--- src/rtl/mem_port_arbiter_pkg.sv ---
// Shared types and helpers for the unified-memory port arbiter: response tag,
// access-size codes, byte-lane lookup and load extension.
package mem_arb_pkg;

    localparam int unsigned DATA_W = 32;
    localparam int unsigned BE_W   = 4;
    localparam int unsigned SIZE_W = 2;

    localparam logic [SIZE_W-1:0] SZ_B   = 2'd0;
    localparam logic [SIZE_W-1:0] SZ_H   = 2'd1;
    localparam logic [SIZE_W-1:0] SZ_W   = 2'd2;
    localparam logic [SIZE_W-1:0] SZ_ILL = 2'd3;

    typedef enum logic [1:0] {
        OWN_NONE = 2'd0,
        OWN_IF   = 2'd1,
        OWN_D    = 2'd2
    } owner_e;

    // err marks a response that carries no memory data (rejected / zeroed)
    typedef struct packed {
        owner_e             owner;
        logic [SIZE_W-1:0]  size;
        logic               sgn;
        logic               err;
    } rsp_tag_t;

    localparam rsp_tag_t TAG_IDLE = '{owner: OWN_NONE, size: SZ_B, sgn: 1'b0, err: 1'b0};

    function automatic logic [BE_W-1:0] be_of(input logic [SIZE_W-1:0] size);
        case (size)
            SZ_B:    return 4'b0001;
            SZ_H:    return 4'b0011;
            SZ_W:    return 4'b1111;
            default: return 4'b0000;
        endcase
    endfunction

    function automatic logic [DATA_W-1:0] load_ext(input logic [DATA_W-1:0] raw,
                                                   input logic [SIZE_W-1:0] size,
                                                   input logic              sgn);
        logic [DATA_W-1:0] r;
        case (size)
            SZ_B:    r = sgn ? {{24{raw[7]}}, raw[7:0]}   : {24'd0, raw[7:0]};
            SZ_H:    r = sgn ? {{16{raw[15]}}, raw[15:0]} : {16'd0, raw[15:0]};
            default: r = raw;
        endcase
        return r;
    endfunction

    function automatic logic misaligned(input logic [SIZE_W-1:0] size, input logic [1:0] addr_lo);
        case (size)
            SZ_H:    return addr_lo[0];
            SZ_W:    return addr_lo != 2'b00;
            default: return 1'b0;
        endcase
    endfunction

endpackage

--- src/rtl/mem_port_arbiter_if.sv ---
// Fetch, load/store and memory-side signals of the port arbiter.
interface mem_port_arbiter_if
    import mem_arb_pkg::*;
#(
    parameter int unsigned ADDR_W = 32
) ();
    logic              if_req_valid;
    logic [ADDR_W-1:0] if_addr;
    logic              if_req_ready;
    logic              if_rsp_valid;
    logic [DATA_W-1:0] if_rsp_data;

    logic              d_req_valid;
    logic              d_we;
    logic [SIZE_W-1:0] d_size;
    logic              d_signed;
    logic [ADDR_W-1:0] d_addr;
    logic [DATA_W-1:0] d_wdata;
    logic              d_req_ready;
    logic              d_rsp_valid;
    logic [DATA_W-1:0] d_rsp_data;
    logic              d_rsp_err;

    logic [ADDR_W-1:0] mem_addr;
    logic              mem_rd_en;
    logic              mem_wr_en;
    logic [BE_W-1:0]   mem_be;
    logic [DATA_W-1:0] mem_wdata;
    logic [DATA_W-1:0] mem_rdata;

    // arbiter side
    modport slave (
        input  if_req_valid, if_addr, d_req_valid, d_we, d_size, d_signed, d_addr, d_wdata, mem_rdata,
        output if_req_ready, if_rsp_valid, if_rsp_data, d_req_ready, d_rsp_valid, d_rsp_data, d_rsp_err,
               mem_addr, mem_rd_en, mem_wr_en, mem_be, mem_wdata
    );

    // core pipeline plus memory
    modport master (
        output if_req_valid, if_addr, d_req_valid, d_we, d_size, d_signed, d_addr, d_wdata, mem_rdata,
        input  if_req_ready, if_rsp_valid, if_rsp_data, d_req_ready, d_rsp_valid, d_rsp_data, d_rsp_err,
               mem_addr, mem_rd_en, mem_wr_en, mem_be, mem_wdata
    );
endinterface

--- src/rtl/mem_port_arbiter_prio.sv ---
// Data-over-fetch grant logic with a saturating starvation counter that forces
// a pending fetch through after STARVE_MAX consecutive data grants.
module mem_arb_prio #(
    parameter int unsigned STARVE_MAX = 4
) (
    input  logic clk,
    input  logic rst,
    input  logic if_valid,
    input  logic d_valid,
    output logic gnt_if,
    output logic gnt_d
);
    localparam int unsigned      CNT_W   = 4;
    localparam logic [CNT_W-1:0] CNT_MAX = CNT_W'(STARVE_MAX);

    logic [CNT_W-1:0] starve_cnt;
    logic [CNT_W-1:0] starve_cnt_nxt;

    always_comb begin
        gnt_if         = 1'b0;
        gnt_d          = 1'b0;
        starve_cnt_nxt = starve_cnt;
        if (!rst) begin
            gnt_if = if_valid && (!d_valid || (starve_cnt == CNT_MAX));
            gnt_d  = d_valid && !gnt_if;
        end
        if (!if_valid || gnt_if) begin
            starve_cnt_nxt = '0;
        end else if (gnt_d && (starve_cnt != CNT_MAX)) begin
            starve_cnt_nxt = starve_cnt + CNT_W'(1);
        end
    end

    always_ff @(posedge clk) begin
        if (rst) starve_cnt <= '0;
        else     starve_cnt <= starve_cnt_nxt;
    end

endmodule

--- src/rtl/mem_port_arbiter.sv ---
// Shares one byte-addressed memory between fetch and load/store ports; tags reads
// and routes the registered read data back one cycle later. Alignment checking
// is enabled by defining MEM_ARB_ALIGN_CHK_EN.
module mem_port_arbiter
    import mem_arb_pkg::*;
#(
    parameter int unsigned STARVE_MAX = 4,
    parameter int unsigned ADDR_W     = 32
) (
    input logic              clk,
    input logic              rst,
    mem_port_arbiter_if.slave bus
);
    logic              gnt_if;
    logic              gnt_d;
    logic              d_illegal;
    logic              d_misal;
    logic              if_misal;
    logic [ADDR_W-1:0] iss_addr;
    logic              iss_rd;
    logic              iss_wr;
    logic [BE_W-1:0]   iss_be;
    logic [DATA_W-1:0] iss_wdata;
    rsp_tag_t          tag_d;
    rsp_tag_t          tag_q;

    mem_arb_prio #(.STARVE_MAX(STARVE_MAX)) u_prio (
        .clk      (clk),
        .rst      (rst),
        .if_valid (bus.if_req_valid),
        .d_valid  (bus.d_req_valid),
        .gnt_if   (gnt_if),
        .gnt_d    (gnt_d)
    );

    // issue decode: memory controls for this cycle and the tag for next cycle
    always_comb begin
        d_illegal = bus.d_size == SZ_ILL;
`ifdef MEM_ARB_ALIGN_CHK_EN
        d_misal   = misaligned(bus.d_size, bus.d_addr[1:0]);
        if_misal  = bus.if_addr[1:0] != 2'b00;
`else
        d_misal   = 1'b0;
        if_misal  = 1'b0;
`endif
        iss_addr  = '0;
        iss_rd    = 1'b0;
        iss_wr    = 1'b0;
        iss_be    = '0;
        iss_wdata = '0;
        tag_d     = TAG_IDLE;
        if (gnt_if) begin
            tag_d.owner = OWN_IF;
            tag_d.err   = if_misal;
            if (!if_misal) begin
                iss_addr = bus.if_addr;
                iss_rd   = 1'b1;
                iss_be   = be_of(SZ_W);
            end
        end else if (gnt_d) begin
            if (d_illegal || d_misal) begin
                tag_d.owner = OWN_D;
                tag_d.err   = 1'b1;
            end else begin
                iss_addr = bus.d_addr;
                iss_be   = be_of(bus.d_size);
                if (bus.d_we) begin
                    iss_wr    = 1'b1;
                    iss_wdata = bus.d_wdata;
                end else begin
                    iss_rd      = 1'b1;
                    tag_d.owner = OWN_D;
                    tag_d.size  = bus.d_size;
                    tag_d.sgn   = bus.d_signed;
                end
            end
        end
    end

    always_ff @(posedge clk) begin
        if (rst) tag_q <= TAG_IDLE;
        else     tag_q <= tag_d;
    end

    assign bus.if_req_ready = gnt_if;
    assign bus.d_req_ready  = gnt_d;
    assign bus.mem_addr     = iss_addr;
    assign bus.mem_rd_en    = iss_rd;
    assign bus.mem_wr_en    = iss_wr;
    assign bus.mem_be       = iss_be;
    assign bus.mem_wdata    = iss_wdata;

    // response routing; gating with rst drops a read that was in flight at reset
    always_comb begin
        bus.if_rsp_valid = !rst && (tag_q.owner == OWN_IF);
        bus.d_rsp_valid  = !rst && (tag_q.owner == OWN_D);
        bus.d_rsp_err    = bus.d_rsp_valid && tag_q.err;
        bus.if_rsp_data  = (bus.if_rsp_valid && !tag_q.err) ? bus.mem_rdata : '0;
        bus.d_rsp_data   = (bus.d_rsp_valid && !tag_q.err)
                         ? load_ext(bus.mem_rdata, tag_q.size, tag_q.sgn) : '0;
    end

endmodule
--- src/flat_wrapper.sv ---
// flat-port wrapper written by rule: the top's interface ports become plain ports
module mem_port_arbiter_flat import mem_arb_pkg::*;
#(
    parameter int unsigned STARVE_MAX = 4,
    parameter int unsigned ADDR_W     = 32
)
  (clk, rst, bus_if_req_valid, bus_if_addr, bus_d_req_valid, bus_d_we, bus_d_size, bus_d_signed, bus_d_addr, bus_d_wdata, bus_mem_rdata, bus_if_req_ready, bus_if_rsp_valid, bus_if_rsp_data, bus_d_req_ready, bus_d_rsp_valid, bus_d_rsp_data, bus_d_rsp_err, bus_mem_addr, bus_mem_rd_en, bus_mem_wr_en, bus_mem_be, bus_mem_wdata);
  mem_port_arbiter_if #(.ADDR_W(ADDR_W)) bus_i ();
  input logic clk;
  input logic rst;
  input wire logic [$bits(bus_i.if_req_valid)-1:0] bus_if_req_valid;
  input wire logic [$bits(bus_i.if_addr)-1:0] bus_if_addr;
  input wire logic [$bits(bus_i.d_req_valid)-1:0] bus_d_req_valid;
  input wire logic [$bits(bus_i.d_we)-1:0] bus_d_we;
  input wire logic [$bits(bus_i.d_size)-1:0] bus_d_size;
  input wire logic [$bits(bus_i.d_signed)-1:0] bus_d_signed;
  input wire logic [$bits(bus_i.d_addr)-1:0] bus_d_addr;
  input wire logic [$bits(bus_i.d_wdata)-1:0] bus_d_wdata;
  input wire logic [$bits(bus_i.mem_rdata)-1:0] bus_mem_rdata;
  output wire logic [$bits(bus_i.if_req_ready)-1:0] bus_if_req_ready;
  output wire logic [$bits(bus_i.if_rsp_valid)-1:0] bus_if_rsp_valid;
  output wire logic [$bits(bus_i.if_rsp_data)-1:0] bus_if_rsp_data;
  output wire logic [$bits(bus_i.d_req_ready)-1:0] bus_d_req_ready;
  output wire logic [$bits(bus_i.d_rsp_valid)-1:0] bus_d_rsp_valid;
  output wire logic [$bits(bus_i.d_rsp_data)-1:0] bus_d_rsp_data;
  output wire logic [$bits(bus_i.d_rsp_err)-1:0] bus_d_rsp_err;
  output wire logic [$bits(bus_i.mem_addr)-1:0] bus_mem_addr;
  output wire logic [$bits(bus_i.mem_rd_en)-1:0] bus_mem_rd_en;
  output wire logic [$bits(bus_i.mem_wr_en)-1:0] bus_mem_wr_en;
  output wire logic [$bits(bus_i.mem_be)-1:0] bus_mem_be;
  output wire logic [$bits(bus_i.mem_wdata)-1:0] bus_mem_wdata;
  assign bus_i.if_req_valid = bus_if_req_valid;
  assign bus_i.if_addr = bus_if_addr;
  assign bus_i.d_req_valid = bus_d_req_valid;
  assign bus_i.d_we = bus_d_we;
  assign bus_i.d_size = bus_d_size;
  assign bus_i.d_signed = bus_d_signed;
  assign bus_i.d_addr = bus_d_addr;
  assign bus_i.d_wdata = bus_d_wdata;
  assign bus_i.mem_rdata = bus_mem_rdata;
  assign bus_if_req_ready = bus_i.if_req_ready;
  assign bus_if_rsp_valid = bus_i.if_rsp_valid;
  assign bus_if_rsp_data = bus_i.if_rsp_data;
  assign bus_d_req_ready = bus_i.d_req_ready;
  assign bus_d_rsp_valid = bus_i.d_rsp_valid;
  assign bus_d_rsp_data = bus_i.d_rsp_data;
  assign bus_d_rsp_err = bus_i.d_rsp_err;
  assign bus_mem_addr = bus_i.mem_addr;
  assign bus_mem_rd_en = bus_i.mem_rd_en;
  assign bus_mem_wr_en = bus_i.mem_wr_en;
  assign bus_mem_be = bus_i.mem_be;
  assign bus_mem_wdata = bus_i.mem_wdata;
  mem_port_arbiter #(.STARVE_MAX(STARVE_MAX), .ADDR_W(ADDR_W)) u_core (.clk(clk), .rst(rst), .bus(bus_i));
endmodule
--- config.mk ---
export PLATFORM = sky130hd
export DESIGN_NAME = mem_port_arbiter_flat
export DESIGN_NICKNAME = d
export VERILOG_FILES = /design/src/rtl/mem_port_arbiter_pkg.sv /design/src/rtl/mem_port_arbiter_if.sv /design/src/rtl/mem_port_arbiter_prio.sv /design/src/rtl/mem_port_arbiter.sv /design/src/flat_wrapper.sv
export SDC_FILE = /design/constraint.sdc
export NUM_CORES = 1
export LEC_CHECK = 0
export CAP_MARGIN = 20
export CORE_AREA = 2 2 105 107
export DETAILED_ROUTE_END_ITERATION = 10
export DIE_AREA = 0 0 107 109
export PLACE_DENSITY_LB_ADDON = 0.1
export SYNTH_ARGS = -nofsm -noshare
export SYNTH_HDL_FRONTEND = slang
export SYNTH_SLANG_ARGS = --single-unit
--- constraint.sdc ---
create_clock -name clk -period 4.3 [get_ports clk]
set_clock_uncertainty 0.05 [all_clocks]
set_input_delay 1.075 -clock clk [delete_from_list [all_inputs] [get_ports clk]]
set_output_delay 1.075 -clock clk [all_outputs]
set_load 0.1 [all_outputs]
======== Yosys cells after proc, flatten, opt, wreduce, memory -nomap -nowiden ========
Cells that the tools add are included.
word-level totals
  bits in registers ....................... 10
  bits of input ports ..................... 136
  output and inout port bits .............. 139
cells by class
  $add $sub $neg .......................... 1
  equality and inequality tests ........... 8
  multiplexer cells ....................... 32
  bitwise operators ....................... 1
  reduce and logical (&&, ||, !) cells .... 20
operators by type and width
  operator                                             number
  two-way mux 32 bit                                   11
  one-hot mux 32 bit (2 select lines)                  1
  two-way mux 1 bit                                    12
  two-way mux 4 bit                                    3
  one-hot mux 4 bit (3 select lines)                   1
  two-way mux 5 bit                                    2
  logical AND 1 bit                                    8
  equality test 2 x 1 -> 1 bit, second input constant  3
  equality test 2 bit, second input constant           3
  zero test 1 bit                                      5
  OR reduction 5 bit                                   1
  adder 4 x 1 -> 4 bit, second input constant          1
  equality test 4 x 3 -> 1 bit, second input constant  1
  zero test 2 bit                                      2
  != test 4 x 3 -> 1 bit, second input constant        1
  two-way mux 3 bit                                    1
  OR reduction 3 bit                                   1
  logical OR 1 bit                                     2
  two-way mux 2 bit                                    1
  OR reduction 2 bit                                   1
  NOT 1 bit                                            1

======== Logic depth before layout (Yosys ltp) ========
Gate-level depths: netlist of run 1.
  depth in word-level cells ............... 8
  depth in mapped cells ................... 7
  gate-level depth less buffers ........... 6

======== Cells and area by module ========
From an unflattened synthesis of run 1, not the netlist that was laid out.
unflattened totals
  cells, all modules ...................... 236
  area, all modules ....................... 1641.6 µm²
by module, submodules not included
  module            instances  cells an instance  area an instance (µm²)  seq. area each (µm²)
  mem_port_arbiter  1          214                1413.9                  120.1
  mem_arb_prio      1          22                 227.7                   80.1

======== Worst setup path after synthesis of run 1 ========
Ideal clock, no wire load.
  kind .................................... input -> output
  start ................................... input port rst
  end ..................................... output port bus_d_rsp_data[20]
  arrival time ............................ 5798 ps
  setup slack ............................. -2623 ps
  stages .................................. 4
  buffers on the path ..................... 1
  path through ............................ nor3b_1 -> nand2b_1 -> clkbuf_1 -> nor3_1
between the ends
  word-level cells in the longest chain between the ends .. 4
ends and longest elaborated chain
  item                RTL line                 RTL
  start, declared     flat_wrapper.sv:10       input logic rst;
  zero test 1 bit     mem_port_arbiter.sv:96   bus.d_rsp_valid = !rst && (tag_q.owner == OWN_D);
  logical AND 1 bit   mem_port_arbiter.sv:96
  logical AND 1 bit   mem_port_arbiter.sv:99   bus.d_rsp_data = (bus.d_rsp_valid && !tag_q.err)
  two-way mux 32 bit  mem_port_arbiter.sv:100  ? load_ext(bus.mem_rdata, tag_q.size, tag_q.sgn) : '0;
  end, declared       flat_wrapper.sv:25       output wire logic [$bits(bus_i.d_rsp_data)-1:0] bus_d_rsp_data;
No other way between the ends.

======== Worst setup path in the final report of run 1 ========
  start ................................... input port bus_d_size[1]
  end ..................................... output port bus_mem_addr[11]
between the ends
  word-level cells in the longest chain between the ends .. 4
ends and longest elaborated chain
  item                        RTL line                RTL
  start, declared             flat_wrapper.sv:15      input wire logic [$bits(bus_i.d_size)-1:0] bus_d_size;
  equality test 2 bit         mem_port_arbiter.sv:38  d_illegal = bus.d_size == SZ_ILL;
  named net u_core.d_illegal  mem_port_arbiter.sv:16  logic d_illegal;
  two-way mux 32 bit          mem_port_arbiter.sv:61  if (d_illegal || d_misal) begin
  two-way mux 32 bit          mem_port_arbiter.sv:60  end else if (gnt_d) begin
  two-way mux 32 bit          mem_port_arbiter.sv:52  if (gnt_if) begin
  end, declared               flat_wrapper.sv:27      output wire logic [$bits(bus_i.mem_addr)-1:0] bus_mem_addr;
The timed path passes the listed nets, and every way through them passes these cells.

==> flow_metrics.tcl, run 1 <==
set metrics [dict create \
    syn2layout_area_growth_pct 261 \
    cts_root_buf "clkbuf_8" \
    grt_setup_unrepaired "false" \
    post_cts_resized 0 \
    fin_crit_ns 4.16 \
    fmax_mhz 240 \
    avgRoutedWirePerCell_microns 15.8 \
    synthDistinctLibCells 38 \
    clk_pin_slew_ns 0.05 \
    num_io_pins 275 \
    layout.nets 644 \
    grt_pass1_vias 2942 \
    syn-num-nets 373 \
    seqCellArea_sq_um 200 \
    die_w_microns 107 \
    via_per_inst 4.24 \
    multiInputGateArea_sq_um 1430 \
    fillCellCount 855 \
    ys_ff_latch 10 \
    cp_max_fo 14 \
    die_h_microns 109 \
    seq_area_frac_synth_pct 11.6 \
    worstSkewPairLatency_ns 0.24 \
    dieArea_sq_um 11700 \
    grt_max_degree 38 \
    period_share_pct 96.8 \
    syn-mean-instance-area_sq_um 7.38 \
    setup_tns_ns 0 \
    setup_viol 0 \
    diodes 0 \
    post-cts-setup-buffer-count 0 \
    clock-sinks 10 \
    vias 2724 \
    io_buffers 274 \
    status "finished clean" \
    dp_hpwl_microns 9130 \
    hold_violations 0 \
    p_per_area_nw_per_um2 140 \
    antenna_found_initial 0 \
    drt_pass1_iterations 4 \
    fin_util_pct 58.6 \
    gp_congestion 0.735 \
    vdd_ir_drop_max_mv 0.103 \
    ys.flop_type "dfxtp_1" \
    cp.arrival_ns 3.04 \
    rows 38 \
    numCtsBuffers 3 \
    drive_above_1_share_pct 47.1 \
    syn_area_sq_um 1720 \
    start_util_pct 16.2 \
    ys_async_sr_fraction_pct 0 \
    drv_cap 0 \
    cts_hold_buf 0 \
    first_iter_violations 71 \
    cts_tree "yes" \
    core-area_sq_um 10600 \
    routed_wl_microns 10100 \
    tightest_slew_ns 0.678 \
    grt_use_total_pct 16.4 \
    grt_pass1_wl_microns 15100 \
    slew_headroom_pct 54.7 \
    synth_warnings 0 \
    drtAntennaViolNets 0 \
    syn_inst 233 \
    htreeDepth 1 \
    synth_edf_count 0 \
    cp-end-kind "output port" \
    crit_path_start_kind "primary input" \
    leakagePower_nw 2.55 \
    slew_viol_final 0 \
    drc_errors 0 \
    worstPathRequired_ns 3.17 \
    hold_path_class "reg -> reg" \
    clockBufferDepth 2 \
    grt-ovfl-total 0 \
    crit_type "in -> out" \
]
[registers in the layout, summed over array words and instances (netlist names)]
signal	count
u_core.tag_q	6
u_core.u_prio.starve_cnt	4
[power breakdown]
part	switching [mW]	leakage, nW	internal (mW)
Combinational	0.366	2.44	0.287
Clock	0.0358	0.0288	0.0804
Sequential	0.00280	0.0813	0.0953
Total	0.404	2.55	0.463
[layout by cell type, fill, tap and decap left out, drive strengths merged, types with 3 or more instances in the layout]
| cell | netlist | final |
|---|---|---|
| and3 | 3 | 3 |
| nand3 | 3 | 3 |
| clkdlybuf4s50 | 0 | 135 |
| a21oi | 25 | 25 |
| and2 | 72 | 72 |
| o21ai | 8 | 8 |
| ha | 4 | 4 |
| a22o | 32 | 32 |
| buf | 10 | 150 |
| nor2 | 9 | 9 |
| inv | 21 | 20 |
| clkbuf | 9 | 4 |
| dfxtp | 10 | 10 |
| or2 | 3 | 3 |
[routing by layer]
layer  share of wire (%)  track usage [%]  routed length, microns  up-vias
li1                    -                -                       -     1330
met1                  33             16.2                    3310     1223
met2                  55             32.2                    5550      162
met3                  11             5.98                    1140        9
met4                 1.4             3.99                     138        0
met5                   0                0                       0        -
[synth_stat cells, types with 4 or more instances]
| cell | instances | area, sq um |
|---|---|---|
| o21ai_0 | 8 | 40.0 |
| clkbuf_1 | 7 | 26.3 |
| a22o_1 | 4 | 35.0 |
| ha_1 | 4 | 50.1 |
| buf_2 | 5 | 25.0 |
| inv_1 | 21 | 78.8 |
| nor2_1 | 8 | 30.0 |
| and2_1 | 72 | 450 |
| a21oi_1 | 25 | 125 |
| a22o_2 | 28 | 280 |
| dfxtp_1 | 10 | 200 |
[cell families (layout without fill, tap and decap cells)]
logic type	after synthesis	count (layout)	synth area share, %
XOR/XNOR	1	1	0.510
multiplexers	2	2	1.24
buffers and inverters	40	310	11.6
AO/OA/AOI/OAI	71	71	31.5
AND/OR/NAND/NOR	105	105	40.5
adder cells (fa/ha/maj)	4	4	2.91
flip-flops	10	10	11.6
[critical path: stages]
cell	delay, ns
clkdlybuf4s50_1	0.46
ha_1	0.27
or3b_4	0.45
nor2_8	0.22
buf_4	0.21
a22o_2	0.17
buf_12	0.17
[stage by stage]
step	hold WS [ns]	worst slack [ns]	cells	area [sq um]	power, mW
final	0.418	0.136	643	6210	0.867
after global routing	0.442	0.0347	643	6210	0.898
after CTS	0.413	0.121	643	6210	0.875
after detailed placement	0.419	0.118	639	6150	0.758
after global placement	0.392	0.183	639	6150	0.752
after floorplan	0.380	-0.0832	233	1830	0.441
[area by class of cell]
| class | count | share of cell area, % |
|---|---|---|
| clock buffer | 4 | 0.887 |
| sequential | 10 | 3.22 |
| tap | 140 | 2.82 |
| timing repair buffer | 285 | 68.7 |
| inverter | 21 | 1.33 |
| multi-input combinational | 183 | 23.0 |
[worst paths after layout]
kind / end / from / slack, ns / cells past startpoint
worst max-delay path: bus_mem_addr[11] / bus_d_size[1] / 0.14 / 7
worst min-delay path: u_core.u_prio.starve_cnt[0] / u_core.u_prio.starve_cnt[0] / 0.42 / 1
worst max register to register: u_core.tag_q[1] / u_core.u_prio.starve_cnt[0] / 2.63 / 6
worst min register to register: u_core.u_prio.starve_cnt[0] / u_core.u_prio.starve_cnt[0] / 0.42 / 1
No activity file was read; power rests on OpenSTA's default activity.
==> inputs of run 2 (changes only) <==
- RECOVER_POWER: default -> 50
==> run 2 against run 1 <==
  * Hold slack worse by 0.0061 ns
  * Via count about the same
  * Core utilization down 5.0 points
  * Design area down 8.5%
  * Critical path type unchanged
  * Largest power group unchanged
==> flow_metrics.tcl, run 2 (synthesis results as in run 1) <==
set metrics [dict create \
    die_w_microns 107 \
    antenna_found_initial 0 \
    dp_hpwl_microns 9130 \
    tightest_slew_ns 1.00 \
    power_mw 0.840 \
    fmax_mhz 240 \
    dieArea_sq_um 11700 \
    final_common_cell "clkdlybuf4s50_1" \
    hold_path_class "reg -> reg" \
    dpl_cell_area_sq_um 6150 \
    cts_hold_buf 0 \
    grt_pass1_vias 2942 \
    regMostFlops "u_core.tag_q" \
    grt_max_degree 38 \
    rows 38 \
    crit_type "in -> out" \
    status "finished clean" \
    fillCellCount 948 \
    drt_pass1_iterations 3 \
    core-area_sq_um 10600 \
    grt_pass1_wl_microns 15100 \
    num_io_pins 275 \
    vdd_ir_drop_max_mv 0.103 \
    crit_path_start_kind "primary input" \
    io_buffers 274 \
    worstPathRequired_ns 3.17 \
    met3_usage_pct 5.98 \
    via_per_inst 4.24 \
    design_area_sq_um 5680 \
    dp_cells 639 \
    drv_cap 0 \
    gr-usage-met1_pct 16.2 \
    seqCellArea_sq_um 200 \
    htreeDepth 1 \
    leakagePower_nw 2.43 \
    fin_crit_ns 4.16 \
    multiInputGateArea_sq_um 1420 \
    grt_setup_unrepaired "false" \
    grt-ovfl-total 0 \
    use_met2_pct 32.2 \
    drtAntennaViolNets 0 \
    period_share_pct 96.8 \
    worstSkewPairLatency_ns 0.24 \
    drc_errors 0 \
    start_util_pct 16.2 \
    worstPathCellList "clkdlybuf4s50_1, ha_1, or3b_4, nor2_8, buf_4, a22o_2, buf_12" \
    post_cts_resized 0 \
    final_cell_mix "134 x clkdlybuf4s50_1, 98 x buf_12, 34 x and2_1, 28 x a22o_2, 24 x and2_2" \
    syn2layout_area_growth_pct 230 \
    setup_viol 0 \
    layout.nets 644 \
    diodes 0 \
    cp-end-kind "output port" \
    avgRoutedWirePerCell_microns 15.9 \
    setup_tns_ns 0 \
    cp_max_fo 14 \
    ff2ff_setup_slack_ns 2.51 \
    post-cts-setup-buffer-count 0 \
    die_h_microns 109 \
    cts_tree "yes" \
    p_per_area_nw_per_um2 148 \
    drive_above_1_share_pct 44.9 \
    first_iter_violations 63 \
    cts_root_buf "clkbuf_8" \
    crit_slowest_cell "clkdlybuf4s50_1" \
    gp_congestion 0.735 \
    cp.arrival_ns 3.04 \
    clock-sinks 10 \
    stdcell_count 643 \
    vias 2726 \
    numCtsBuffers 3 \
    slew_viol_final 0 \
    clk_pin_slew_ns 0.05 \
    holdWs_ns 0.412 \
    max_stage_delay_ns 0.46 \
    clockBufferDepth 2 \
    slew_headroom_pct 32.9 \
    busiest_layer "met2" \
    routed_wl_microns 10200 \
    largest_register_ffs 6 \
    hold_violations 0 \
    top_regs "u_core.tag_q (6), u_core.u_prio.starve_cnt (4)" \
    grt_use_total_pct 16.4 \
]
-- run 2: layer usage --
metal / vias up / wire (microns) / part of all wire, %
li1: 1330 / - / -
met1: 1225 / 3450 / 34
met2: 162 / 5530 / 54
met3: 9 / 1090 / 11
met4: 0 / 138 / 1.4
met5: - / 0 / 0
-- run 2: worst paths after layout --
path,from,end,cells past startpoint
hold reg to reg,u_core.u_prio.starve_cnt[0],u_core.u_prio.starve_cnt[0],1
setup reg to reg,u_core.u_prio.starve_cnt[0],u_core.tag_q[1],6
setup / recovery,bus_d_size[1],bus_mem_addr[11],7
hold / removal,u_core.u_prio.starve_cnt[0],u_core.u_prio.starve_cnt[0],1
-- run 2: final cells by class --
cell class              instances  share of cell area [%]
clock buffers                   4                   0.969
inverters                      21                    1.41
multi-input cells             183                    25.0
flip-flops and latches         10                    3.53
well taps                     140                    3.08
repair buffers                285                    66.0
-- run 2: report_power, final --
part	total (mW)	switching, mW	internal, mW
registers	0.0980	0.00274	0.0953
logic	0.626	0.362	0.264
clock network	0.116	0.0358	0.0804
-- run 2: per-stage QoR --
stage          setup slack [ns]  util [%]
2_1_floorplan           -0.0832         -
3_3_place_gp              0.183      58.0
3_5_place_dp              0.118      58.0
4_1_cts                   0.121      58.6
5_1_grt                  0.0301      53.6
6_report                  0.138      53.6
-- run 2: worst max-delay path: cells and delay by family --
family	cells	cell delay (ns)
simple gates	2	0.67
compound gates	1	0.17
fa+ha+maj	1	0.27
buf+inv	3	0.84
